--- config.mk ---
export PLATFORM = sky130hd
export DESIGN_NAME = s4_updown_counter_prog
export DESIGN_NICKNAME = d
export VERILOG_FILES = /design/src/rtl/s4_updown_counter_prog.sv
export SDC_FILE = /design/constraint.sdc
export NUM_CORES = 1
export LEC_CHECK = 0
export CAP_MARGIN = 10
export CELL_PAD_IN_SITES_DETAIL_PLACEMENT = 1
export CELL_PAD_IN_SITES_GLOBAL_PLACEMENT = 1
export CORE_ASPECT_RATIO = 1.5
export CORE_MARGIN = 5
export CORE_UTILIZATION = 37
export CTS_CLUSTER_SIZE = 16
export DETAILED_ROUTE_END_ITERATION = 16
export PLACE_DENSITY = 0.95
export SYNTH_ARGS = -nofsm -noshare
export SYNTH_HDL_FRONTEND = slang
export SYNTH_SLANG_ARGS = --single-unit
--- constraint.sdc ---
create_clock -name clock -period 4.3 [get_ports clock]
set_clock_uncertainty 0.1 [all_clocks]
set_input_delay 0.645 -clock clock [delete_from_list [all_inputs] [get_ports clock]]
set_output_delay 0.645 -clock clock [all_outputs]
set_load 0.01 [all_outputs]
--- src/rtl/s4_updown_counter_prog.sv ---
// Programmable N-bit up/down counter with terminal value, wrap/saturate/one-shot modes and an enable prescaler.
// Optional macro STICKY_THRESHOLD_EN turns the threshold flag into a sticky register cleared by thr_clear.
module s4_updown_counter_prog #(
  parameter int N        = 4,
  parameter int PRESCALE = 1
) (
  input  logic         clock,
  input  logic         reset,
  input  logic         enable,
  input  logic         dec,
  input  logic         load,
  input  logic [N-1:0] load_value,
  input  logic [N-1:0] limit,
  input  logic [1:0]   mode,
  input  logic [N-1:0] threshold_value,
  input  logic         thr_clear,
  output logic [N-1:0] counterN,
  output logic         threshold,
  output logic         wrap_pulse,
  output logic         done
);

  localparam int PW = (PRESCALE > 1) ? $clog2(PRESCALE) : 1;
  localparam logic [1:0] MODE_SAT     = 2'b01;
  localparam logic [1:0] MODE_ONESHOT = 2'b10;

  logic [N-1:0]  r_count;
  logic [PW-1:0] r_presc;
  logic          r_wrap;
  logic          r_done;

  logic [N-1:0]  w_limit_eff;
  logic [N-1:0]  w_load_clamped;
  logic          w_tick;
  logic          w_cmp;

  // A limit of zero selects the full 2^N-1 range.
  assign w_limit_eff    = (limit == '0) ? '1 : limit;
  assign w_load_clamped = (load_value > w_limit_eff) ? w_limit_eff : load_value;
  // With PRESCALE=1 the prescaler never leaves 0, so tick reduces to enable.
  assign w_tick         = enable & (r_presc == PW'(PRESCALE - 1));
  assign w_cmp          = (r_count >= threshold_value);

  always_ff @(posedge clock or posedge reset) begin
    if (reset) begin
      r_count <= '0;
      r_presc <= '0;
      r_wrap  <= 1'b0;
      r_done  <= 1'b0;
    end else if (load) begin
      r_count <= w_load_clamped;
      r_presc <= '0;
      r_wrap  <= 1'b0;
      r_done  <= 1'b0;
    end else begin
      r_wrap <= 1'b0;
      if (enable) begin
        r_presc <= w_tick ? '0 : r_presc + 1'b1;
      end
      if (w_tick && !r_done) begin
        if (!dec) begin
          // Counts above a lowered limit are treated as terminal on the way up.
          if (r_count < w_limit_eff) begin
            r_count <= r_count + 1'b1;
          end else if (mode == MODE_SAT) begin
            r_count <= w_limit_eff;
          end else if (mode == MODE_ONESHOT) begin
            r_done <= 1'b1;
          end else begin
            r_count <= '0;
            r_wrap  <= 1'b1;
          end
        end else begin
          if (r_count != '0) begin
            r_count <= r_count - 1'b1;
          end else if (mode == MODE_ONESHOT) begin
            r_done <= 1'b1;
          end else if (mode != MODE_SAT) begin
            r_count <= w_limit_eff;
            r_wrap  <= 1'b1;
          end
        end
      end
    end
  end

`ifdef STICKY_THRESHOLD_EN
  logic r_thr;

  // Set has priority over clear; load leaves the flag untouched.
  always_ff @(posedge clock or posedge reset) begin
    if (reset) begin
      r_thr <= 1'b0;
    end else if (w_cmp) begin
      r_thr <= 1'b1;
    end else if (thr_clear) begin
      r_thr <= 1'b0;
    end
  end

  assign threshold = r_thr;
`else
  logic w_unused_clear;
  assign w_unused_clear = thr_clear;
  assign threshold      = w_cmp;
`endif

  assign counterN   = r_count;
  assign wrap_pulse = r_wrap;
  assign done       = r_done;

endmodule

# --- Word-level counts from Yosys, hierarchy flattened ---
# Index checks and enable logic that the tools add are counted.
# Widths: inputs -> output; s select.
totals:
  regBits: 7
  latch_bits: 0
  mem_bits_rw: 0
  rom_bits: 0
  input_bits: 20
  output_inout_bits: 7
  wordCells: 59
  memories: 0
op_classes:
  addsub: 3
  mul: 0
  div: 0
  magnitude_cmp: 3
  n_eq_ne: 9
  shift: 0
  mux: 30
  bitwise: 2
  n_reduce_logical: 8
op_table:
  columns: ["op", "n"]
  rows:
  - ["$mux 4", 11]
  - ["$mux 1", 19]
  - ["$ne 3x3->1 const B", 3]
  - ["$reduce_and 4->1", 2]
  - ["$ne 5x5->1 const B", 1]
  - ["$add 4x1->4 const B", 1]
  - ["$ge 4x4->1", 1]
  - ["$gt 4x4->1", 1]
  - ["$logic_not 4->1", 1]
  - ["$lt 4x4->1", 1]
  - ["$ne 4x1->1 const B", 1]
  - ["$ne 4x3->1 const B", 1]
  - ["$reduce_bool 2->1", 2]
  - ["$reduce_bool 4->1", 1]
  - ["$sub 4x1->4 const B", 1]
  - ["$eq 2x1->1 const B", 1]
  - ["$eq 2x2->1 const B", 1]
  - ["$ne 2x1->1 const B", 1]
  - ["$add 1x1->1 const B", 1]
  - ["$and 1x1->1", 1]
  - ["$logic_and 1x1->1", 1]
  - ["$logic_not 1->1", 1]
  - ["$not 1->1", 1]

# --- Longest topological paths before layout ---
# Gate-level depths: netlist of the first run.
logic_depth:
  depth_word: 8
  ltp_mapped: 11
  depth_no_buf: 9

# --- Worst setup path before layout of the first run ---
# No wires, ideal clock.
synth_timing:
  kind: "input to register"
  startpoint: "input limit[2]"
  endpoint: "register r_count[0] (netlist: counterN[0])"
  setup_time_ns: 0.128
  arrival_ns: 2.585
  required_ns: 4.072
  slack_ns: 1.487
  cell_stages: 10
  n_path_buf: 1
  path_cell_list: "clkbuf_1 > nor3_1 > or2_2 > ha_1 > nand2_1 > nand4b_1 > o2111ai_1 > mux2_2 > a22oi_1 > a31oi_1"
synth_between:
  elab_chain_cells: 8
  elab_cells_between_ends: 15
  cone_classes: "order compare: 2; eq/ne: 1; mux: 10; reduce/logical: 2"
synth_lines:
  columns: ["item", "line", "rtl"]
  rows:
  - ["from (decl)", "13", "input logic [N-1:0] limit,"]
  - ["$logic_not 4->1", "38", "assign w_limit_eff = (limit == '0) ? '1 : limit;"]
  - ["$mux 4 (*)", "38", null]
  - ["parallel branches: the longest is 6 deep, another holds $lt 4x4->1", null, null]
  - ["to (signal assigned)", "51", "r_count <= w_load_clamped;"]
  - ["to (signal assigned)", "64", "r_count <= r_count + 1'b1;"]
  - ["to (signal assigned)", "75", "r_count <= r_count - 1'b1;"]
  - ["to (decl)", "27", "logic [N-1:0] r_count;"]
# Every way passes the cells marked *. The select of a mux whose other input is x is not followed.
# A chain may end at the register's enable or synchronous reset.

# --- Worst setup path in the final report of the first run ---
layout_timing:
  startpoint: "input limit[2]"
  endpoint: "register r_count[2] (netlist: counterN[2])"
# Same word-level chain as after synthesis.

==> metrics, run 1 <==
TritonCTS clock tree=yes; Hold Crit Class=register to register; DRT Wirelength=3.284 mm; Starting Density=37.85%; Sequential Area=175.2 µm²; Worst-path clk slew=0.04 ns; Worst Path Arrival=3.31 ns; first-pass GRT wire length=5.347 mm; Nets=192; drt first pass iters=4; register area share after synthesis=17.48%; Fillers=345; GR Util All Layers=18.38%; clk root buf=clkbuf_8; commonest non-fill, non-tap cell in the layout=clkdlybuf4s50_1; Die Wd=52.50 µm; Crit Path Class=input pin to register; worst vdd ir=141.1 µV; area of the multi-input gates=752.0 µm²; TNS Setup=0 ns; cell row count=23; flops & latches, synth=7; H-tree depth=1; number of antenna violations at the first check in global routing=0; final setup violation count=0; Synth Instances=133; fin crit share=76.64%; vias in the first global route=1,215; maxcap violations=0; CTS Buf Count=3; Async SR Flop Fraction=100.0%; count of clock tree sinks=7; Final Hold Viols=0; CTS resizes=0; Crit Path Max Fanout=10; hpwl dp=2.622 mm; RSZ-0062 raised after global routing=no; Worst-Skew Late Latency=0.23 ns; synthesized area=1002 µm²; number of DRC markers in iteration 0=24; setup bufs post-CTS=0; Inserted Diodes=0; grt total ovfl=0; Slew Viols, Final=0; port bufs=25; DRT antenna net count=0; Critical Path Start Type=input pin; Ys Warns=0; Core Region=2648 µm²; prevailing post-synth register cell=dfrtp_1; post-DR wirelength/cell=16.84 µm; largest net degree at the start of global routing=12; worst rel slew slack=60.21%; DR vias=1,133; fraction of final layout cells with drive strength greater than 1=6.962%; outcome=complete, no violations; Worst Setup End Kind=register; die height=73.74 µm; io pins=27; # DRC=0; Period minus WS final=3.295 ns; CTS Buffer Depth=2; most frequent cells in the layout=clkdlybuf4s50_1, nor2_1, inv_1, ha_1, nand2_1; hold slack=0.4295 ns; leakage power total=0.5400 nW; count of flip-flops with a built-in enable after synthesis=0; Vias/cell=5.810; hold_buf cts=0; Slew @ Worst Pin=0.5955 ns; Power per Cell Area=340.4 nW/µm²; Peak Freq=303.5 MHz; Syn Nets=166; Syn-to-layout area delta=32.21%; Syn Area/Cell=7.535 µm²; post-synth cell types=40; Die Area=3871 µm²; CP Data Required Time=4.31 ns; GPL Wtd Cong=0.7990
[area by class of cell]
class                           count  area share [%]
Multi-Input combinational cell    108           56.75
Sequential cell                     7           13.22
Inverter                           13           3.683
Tap cell                           37           3.494
Timing Repair Buffer               26           19.45
Clock buffer                        4           3.399
[power breakdown]
part / switching (W) / internal (W) / leakage, nW
clock network: 0.0000281 / 0.0000641 / 0.0228
registers: 0.0000322 / 0.0000776 / 0.0891
logic: 0.000128 / 0.000121 / 0.428
[critical path, stage by stage]
cell and delay, ns:
clkdlybuf4s50_1 0.62, nor3_1 0.10, nor2_1 0.24, ha_1 0.30, a31o_1 0.22, a311oi_4 0.47, o21ba_1 0.39, o21ai_1 0.12
a22o_1 0.19
[state kept, by name, summed over array words and instances, names as in the netlist]
name	flops
done	1
r_presc	1
wrap_pulse	1
counterN	4
[per-stage QoR]
step	std cells	util, %	worst slack, ns	total power, W	instance area [µm²]
5_1_grt	195	50.05	0.8408	0.0004846	1325
2_1_floorplan	133	-	1.487	0.0002593	1002
3_3_place_gp	191	48.35	0.8289	0.0003375	1280
3_5_place_dp	191	48.35	0.7710	0.0003583	1280
4_1_cts	195	50.05	0.9950	0.0004534	1325
6_report	195	50.05	1.005	0.0004510	1325
[metal layers]
metal | global-route usage [%] | up-vias | part of all wire, %
met4 | 9.943 | 0 | 2.1
met1 | 17.96 | 562 | 38
li1 | - | 538 | -
met5 | 0 | - | 0
met3 | 2.231 | 9 | 2.6
met2 | 35.64 | 24 | 58
[cell families (layout without fill, tap and decap cells)]
kind of cell	count (synthesis)	count (layout)	share of synthesized area [%]
mux	1	1	1.124
compound gates	37	37	28.09
flops	7	7	17.48
buf+inv	18	43	7.490
xor+xnor	1	1	0.8741
fa+ha+maj	13	13	16.23
simple gates	56	56	28.72
[cell usage after synthesis, drive strengths merged (2+ instances only)]
library cell  count  area (µm²)
nor3              7       35.03
nand4b            2       17.52
inv              13       48.80
nand2            10       37.54
nand2b            2       12.51
nor2b             5       31.28
nand3             6       30.03
clkbuf            4       15.01
nor3b             3       22.52
o211ai            3       22.52
o21ai            10       50.04
dfrtp             7       175.2
nor2             15       56.30
ha               13       162.7
a31oi             4       25.02
o2111ai           3       26.28
a21oi             4       20.02
[path summary, 6_finish.rpt]
path	depth (start not counted)	to	start	slack [ns]
min in group asynchronous	2	wrap_pulse	reset	0.55
worst max register to register	6	counterN[2]	counterN[0]	1.57
worst min-delay path	1	done	done	0.43
worst min register to register	1	done	done	0.43
max in group asynchronous	2	counterN[3]	reset	3.35
worst max-delay path	9	counterN[2]	limit[2]	1.00
Note: power is estimated with default switching activity, not from simulation.
==> inputs of run 2 (changes only) <==
--- a/config.mk
+++ b/config.mk
@@ -10,10 +10,10 @@
 export CELL_PAD_IN_SITES_GLOBAL_PLACEMENT = 1
 export CORE_ASPECT_RATIO = 1.5
 export CORE_MARGIN = 5
-export CORE_UTILIZATION = 37
+export CORE_UTILIZATION = 31
 export CTS_CLUSTER_SIZE = 16
 export DETAILED_ROUTE_END_ITERATION = 16
-export PLACE_DENSITY = 0.95
+export PLACE_DENSITY = 0.87
 export SYNTH_ARGS = -nofsm -noshare
 export SYNTH_HDL_FRONTEND = slang
 export SYNTH_SLANG_ARGS = --single-unit
==> constraint.sdc (replaced) <==
create_clock -name clock -period 2.9 [get_ports clock]
set_clock_uncertainty 0.1 [all_clocks]
set_input_delay 0.435 -clock clock [delete_from_list [all_inputs] [get_ports clock]]
set_output_delay 0.435 -clock clock [all_outputs]
set_load 0.01 [all_outputs]
==> run 2 against run 1 <==
Compared with the run above:
- sequential cell count unchanged
- critical endpoint is now threshold
- worst setup slack worse by 0.89 ns
- critical path type is now input pin to output port
- clock power up 49%
- via count up 6.5%
- critical path depth down 1
- first-iteration DRC count down 13%
- power up 64%
- sequential power up 41%
- largest cell class unchanged
==> metrics, run 2 (synthesized netlist as in run 1, its figures left out) <==
post-DR wirelength/cell=16.58 µm (was 16.84 µm); largest net degree at the start of global routing=12 (unchanged); leakage power total=0.6687 nW (was 0.5400 nW); pre-CTS WS=-0.1513 ns (was 0.7710 ns); Core Region=3128 µm² (was 2648 µm²); final setup margin=0.1107 ns (was 1.005 ns); Final Hold Viols=0 (unchanged); GPL Wtd Cong=0.8698 (was 0.7990); final setup violation count=0 (unchanged); Crit Path Max Fanout=1 (was 10); Critical Path Start Type=input pin (unchanged); Worst Setup End Kind=output port (was register); Inserted Diodes=0 (unchanged); Power per Cell Area=482.9 nW/µm² (was 340.4 nW/µm²); DRT Wirelength=3.648 mm (was 3.284 mm); Worst-path clk slew=0.04 ns (about the same); max reg flops=4 (unchanged); Nets=214 (was 192); CTS Buffer Depth=2 (unchanged); Die Wd=56.43 µm (was 52.50 µm); io pins=27 (unchanged); fraction of final layout cells with drive strength greater than 1=21.67% (was 6.962%); RSZ-0062 raised after global routing=yes (was no); Period minus WS final=2.789 ns; GR Util All Layers=16.84% (was 18.38%); H-tree depth=1 (unchanged); Die Area=4494 µm² (was 3871 µm²); vias in the first global route=1,343 (was 1,215); setup bufs post-CTS=0 (unchanged); Starting Density=32.04% (was 37.85%); most frequent cells in the layout=clkdlybuf4s50_1, buf_4, nor2_1 (was clkdlybuf4s50_1, nor2_1, inv_1, ha_1, nand2_1); hpwl dp=3.028 mm (was 2.622 mm); cell row count=25 (was 23); count of clock tree sinks=7 (unchanged); DRT antenna net count=0 (unchanged); maxcap violations=0 (unchanged); Worst-Skew Late Latency=0.23 ns (about the same); outcome=complete, no violations (unchanged); Syn-to-layout area delta=53.18% (was 32.21%); worst vdd ir=209.0 µV (was 141.1 µV); TritonCTS clock tree=yes (unchanged); # DRC=0 (unchanged); number of DRC markers in iteration 0=21 (was 24); clk root buf=clkbuf_8 (unchanged); Peak Freq=358.5 MHz; grt total ovfl=0 (unchanged); worst rel slew slack=74.53% (was 60.21%); Fillers=397 (was 345); Crit Path Class=input pin to output port (was input pin to register); CTS resizes=0 (unchanged); Slew @ Worst Pin=0.3821 ns (was 0.5955 ns); drt first pass iters=4 (unchanged); first-pass GRT wire length=6.023 mm (was 5.347 mm); overall power=0.0007414 W (was 0.0004510 W); port bufs=25 (unchanged); CP Data Required Time=2.37 ns (was 4.31 ns); Slew Viols, Final=0 (unchanged); commonest non-fill, non-tap cell in the layout=clkdlybuf4s50_1 (unchanged); DR vias=1,207 (was 1,133); hold_buf cts=0 (unchanged); Vias/cell=5.486 (was 5.810); Worst Path Arrival=2.25 ns (was 3.31 ns); Hold Crit Class=input pin to asynchronous set/reset pin (was register to register); CTS Buf Count=3 (unchanged); die height=79.64 µm (was 73.74 µm); number of antenna violations at the first check in global routing=0 (unchanged); fin crit share=96.18%
[run 2: routing by layer]
layer | part of all wire [%] | track usage (%)
met4 | 3.6 | 6.651
met5 | 0 | 0
met1 | 36 | 16.20
met3 | 4.4 | 2.751
met2 | 56 | 34.14
[run 2: final timing paths]
path / cells past startpoint / start / slack (ns) / end
max in group asynchronous: 2 / reset / 2.11 / counterN[0]
max reg2reg: 6 / counterN[0] / 0.42 / counterN[2]
min in group clock: 1 / done / 0.43 / done
max: 8 / threshold_value[0] / 0.11 / threshold
min: 2 / reset / 0.36 / counterN[1]
min reg2reg: 1 / done / 0.43 / done
[run 2: cell type report]
class,count,area [µm²],area share [%]
timing repair buffer,48,431.7,28.12
tap,40,50.05,3.260
multi-input combinational,108,783.3,51.02
sequential,7,176.4,11.49
inverter,13,48.80,3.178
clock buffer,4,45.04,2.934
[run 2: report_power, final]
group          switching, W  internal [W]
sequential        0.0000389      0.000116
clock             0.0000423     0.0000951
combinational      0.000217      0.000232
total              0.000298      0.000443
[run 2: metrics by stage]
stage | TNS [ns] | instances | utilization, % | cell area (µm²) | hold WS (ns)
final | 0 | 220 | 49.08 | 1535 | 0.3554
after global routing | -0.001620 | 220 | 49.08 | 1535 | 0.3866
after CTS | 0 | 220 | 47.76 | 1494 | 0.3670
after detailed placement | -0.4761 | 216 | 46.32 | 1449 | 0.4157
after global placement | -0.2257 | 216 | 46.32 | 1449 | 0.4109
after floorplan | 0 | 133 | - | 1002 | 0.1384
[run 2: critical path, stage by stage]
cell and delay (ns):
clkdlybuf4s50_1 0.42, ha_1 0.30, nand2b_1 0.15, a21oi_1 0.15
nor2b_1 0.06, o21ai_0 0.18, nand2b_1 0.08, clkdlybuf4s50_1 0.48
==> inputs of run 3 (changes only) <==
--- a/config.mk
+++ b/config.mk
@@ -6,7 +6,7 @@
 export NUM_CORES = 1
 export LEC_CHECK = 0
 export CAP_MARGIN = 10
-export CELL_PAD_IN_SITES_DETAIL_PLACEMENT = 1
+export CELL_PAD_IN_SITES_DETAIL_PLACEMENT = 0
 export CELL_PAD_IN_SITES_GLOBAL_PLACEMENT = 1
 export CORE_ASPECT_RATIO = 1.5
 export CORE_MARGIN = 5
@@ -17,3 +17,4 @@
 export SYNTH_ARGS = -nofsm -noshare
 export SYNTH_HDL_FRONTEND = slang
 export SYNTH_SLANG_ARGS = --single-unit
+export TNS_END_PERCENT = 100
==> run 3 against run 2 <==
Compared with the run above:
- maximum frequency is 0.92% higher
- core utilization is 0.16 points higher
- power decreased by 3.4%
- clock-buffer cell count did not move
- sequential cell count is the same
- via count fell by 4.1%
- critical path depth up 2
- register-to-register slack gained 0.09 ns
- die area is the same
- largest cell class unchanged
- largest power group unchanged
==> metrics, run 3 (synthesized netlist as in run 1, its figures left out) <==
fraction of final layout cells with drive strength greater than 1=22.78% (was 21.67%); CTS Buf Count=3 (unchanged); TritonCTS clock tree=yes (unchanged); fin crit share=95.30% (was 96.18%); commonest non-fill, non-tap cell in the layout=clkdlybuf4s50_1 (unchanged); worst r2r path cells=7 (was 6); reg2reg end=counterN[2] (unchanged); Fillers=305 (was 397); first-pass GRT wire length=4.685 mm (was 6.023 mm); Die Area=4494 µm² (unchanged); DRT antenna net count=0 (unchanged); die height=79.64 µm (unchanged); hpwl dp=2.430 mm (was 3.028 mm); clock power share=18.4% (was 18.5%); most frequent cells in the layout=clkdlybuf4s50_1, buf_4, nor2_1 (unchanged); io pins=27 (unchanged); Worst Setup End Kind=register (was output port); cell row count=25 (unchanged); Slew Viols, Final=0 (unchanged); Critical-path top delay cell=clkdlybuf4s50_1 (unchanged); CP cell instances=clkdlybuf4s50_1, nor3_1, or2_2, ha_1, nand2_1, nand4b_1, o2111ai_2, mux2_2, a22oi_1, a31oi_1 (was clkdlybuf4s50_1, ha_1, nand2b_1, a21oi_1, nor2b_1, o21ai_0, nand2b_1, clkdlybuf4s50_1); grt total ovfl=0 (unchanged); count of clock tree sinks=7 (unchanged); Worst-Skew Late Latency=0.22 ns (was 0.23 ns); Crit Path Max Fanout=5 (was 1); Peak Freq=361.8 MHz (was 358.5 MHz); Slew @ Worst Pin=0.3634 ns (was 0.3821 ns); Power per Cell Area=465.1 nW/µm² (was 482.9 nW/µm²); Core Region=3128 µm² (unchanged); final setup violation count=0 (unchanged); Nets=214 (unchanged); sequential share of power=21.6% (was 20.9%); Period minus WS final=2.764 ns (was 2.789 ns); clk root buf=clkbuf_8 (unchanged); TNS Setup=0 ns (unchanged); # DRC=0 (unchanged); Critical Path Start Type=input pin (unchanged); vias in the first global route=1,136 (was 1,343); Crit Path Class=input pin to register (was input pin to output port); GR Util All Layers=12.51% (was 16.84%); worst vdd ir=361.9 µV (was 209.0 µV); outcome=complete, no violations (unchanged); Starting Density=32.04% (unchanged); number of antenna violations at the first check in global routing=0 (unchanged); Largest stage delay, worst path=0.56 ns (was 0.48 ns); Util after Layout=49.24% (was 49.08%); sw frac=38.55% (was 40.23%); Worst Path Arrival=2.75 ns (was 2.25 ns); leakage power total=0.6676 nW (was 0.6687 nW); Worst-path clk slew=0.04 ns (about the same); crit-path leading delay family=simple AND/OR/NAND/NOR gates (was buffers and inverters); port bufs=25 (unchanged); Vias/cell=5.264 (was 5.486); Hold Crit Class=input pin to asynchronous set/reset pin (unchanged); H-tree depth=1 (unchanged); worst rel slew slack=75.55% (was 74.53%); worst path bufs/invs=1 (was 2); CTS Buffer Depth=2 (unchanged); largest net degree at the start of global routing=12 (unchanged); GPL Wtd Cong=0.8698 (unchanged); Die Wd=56.43 µm (unchanged); Inserted Diodes=0 (unchanged); internal power=0.0004402 W (was 0.0004432 W); combinational share of power=60.0% (was 60.6%); DR vias=1,158 (was 1,207); Worst R2R Setup Slack=0.51 ns (was 0.42 ns); CP Data Required Time=2.88 ns (was 2.37 ns); overall power=0.0007163 W (was 0.0007414 W); Syn-to-layout area delta=53.68% (was 53.18%); RSZ-0062 raised after global routing=no (was yes); area of the multi-input gates=788.3 µm² (was 783.3 µm²); number of DRC markers in iteration 0=32 (was 21); Worst R2R Start=counterN[0] (unchanged); Final Hold Viols=0 (unchanged); DRT Wirelength=2.943 mm (was 3.648 mm); setup bufs post-CTS=0 (unchanged); Sequential Area=176.4 µm² (unchanged); post-DR wirelength/cell=13.38 µm (was 16.58 µm); maxcap violations=0 (unchanged); drt first pass iters=4 (unchanged); Switching Power=0.0002761 W (was 0.0002983 W); max reg flops=4 (unchanged)
-- run 3: area by class of cell --
cell class	instances	area share [%]
clock buffer	4	2.924
inverter	13	3.168
multi-input combinational	108	51.18
sequential	7	11.45
tap	40	3.249
timing repair buffer	48	28.03
-- run 3: layer usage --
| layer | share of wire, % | wire length (µm) | global-route usage (%) | vias to the layer above |
|---|---|---|---|---|
| met5 | 0 | 0 | 0 | - |
| met4 | 1.6 | 46 | 1.663 | 0 |
| met3 | 4.2 | 123 | 1.456 | 4 |
| met2 | 53 | 1566 | 25.69 | 34 |
| met1 | 41 | 1207 | 13.45 | 532 |
| li1 | - | - | - | 588 |
-- run 3: timing repair --
item | in CTS | in global routing
endpoints found under the setup margin | 0 | 5
hold buffers | 0 | 0
resized for setup | 0 | 11
-- run 3: power groups by stage --
stage | registers (W) | logic (W) | clock network, W
final | 0.000155 | 0.000430 | 0.000132
after detailed placement | 0.000155 | 0.000418 | 0
after CTS | 0.000153 | 0.000419 | 0.000134
after global routing | 0.000158 | 0.000477 | 0.000141
after floorplan | 0.000150 | 0.000234 | 0
after global placement | 0.000154 | 0.000405 | 0
-- run 3: how the worst max path moves through the flow --
stage	start	to	slack [ns]	depth (start not counted)
after global placement	limit[2]	counterN[2]	-0.11	10
after CTS	limit[0]	counterN[0]	0.08	10
after floorplan	limit[2]	counterN[0]	0.30	10
after detailed placement	limit[0]	counterN[0]	-0.15	10
final	limit[3]	counterN[0]	0.14	10
after global routing	limit[3]	counterN[0]	0.0004	10
-- run 3: worst reg2reg max path: stages, from the launching register on --
cell	delay [ns]
dfrtp_2	0.47
or4_1	0.54
a31o_1	0.26
a311oi_4	0.29
buf_6	0.18
nand2_1	0.07
o311ai_1	0.24
a22o_1	0.18
-- run 3: stage by stage --
step / setup WS [ns] / area (µm²) / hold WS (ns) / cells
global placement: -0.1051 / 1449 / 0.4109 / 216
CTS: 0.08160 / 1494 / 0.3525 / 220
finish: 0.1362 / 1540 / 0.3437 / 220
floorplan: 0.2968 / 1002 / 0.1384 / 133
global route: 0.0004032 / 1540 / 0.3836 / 220
detailed placement: -0.1481 / 1449 / 0.4180 / 216
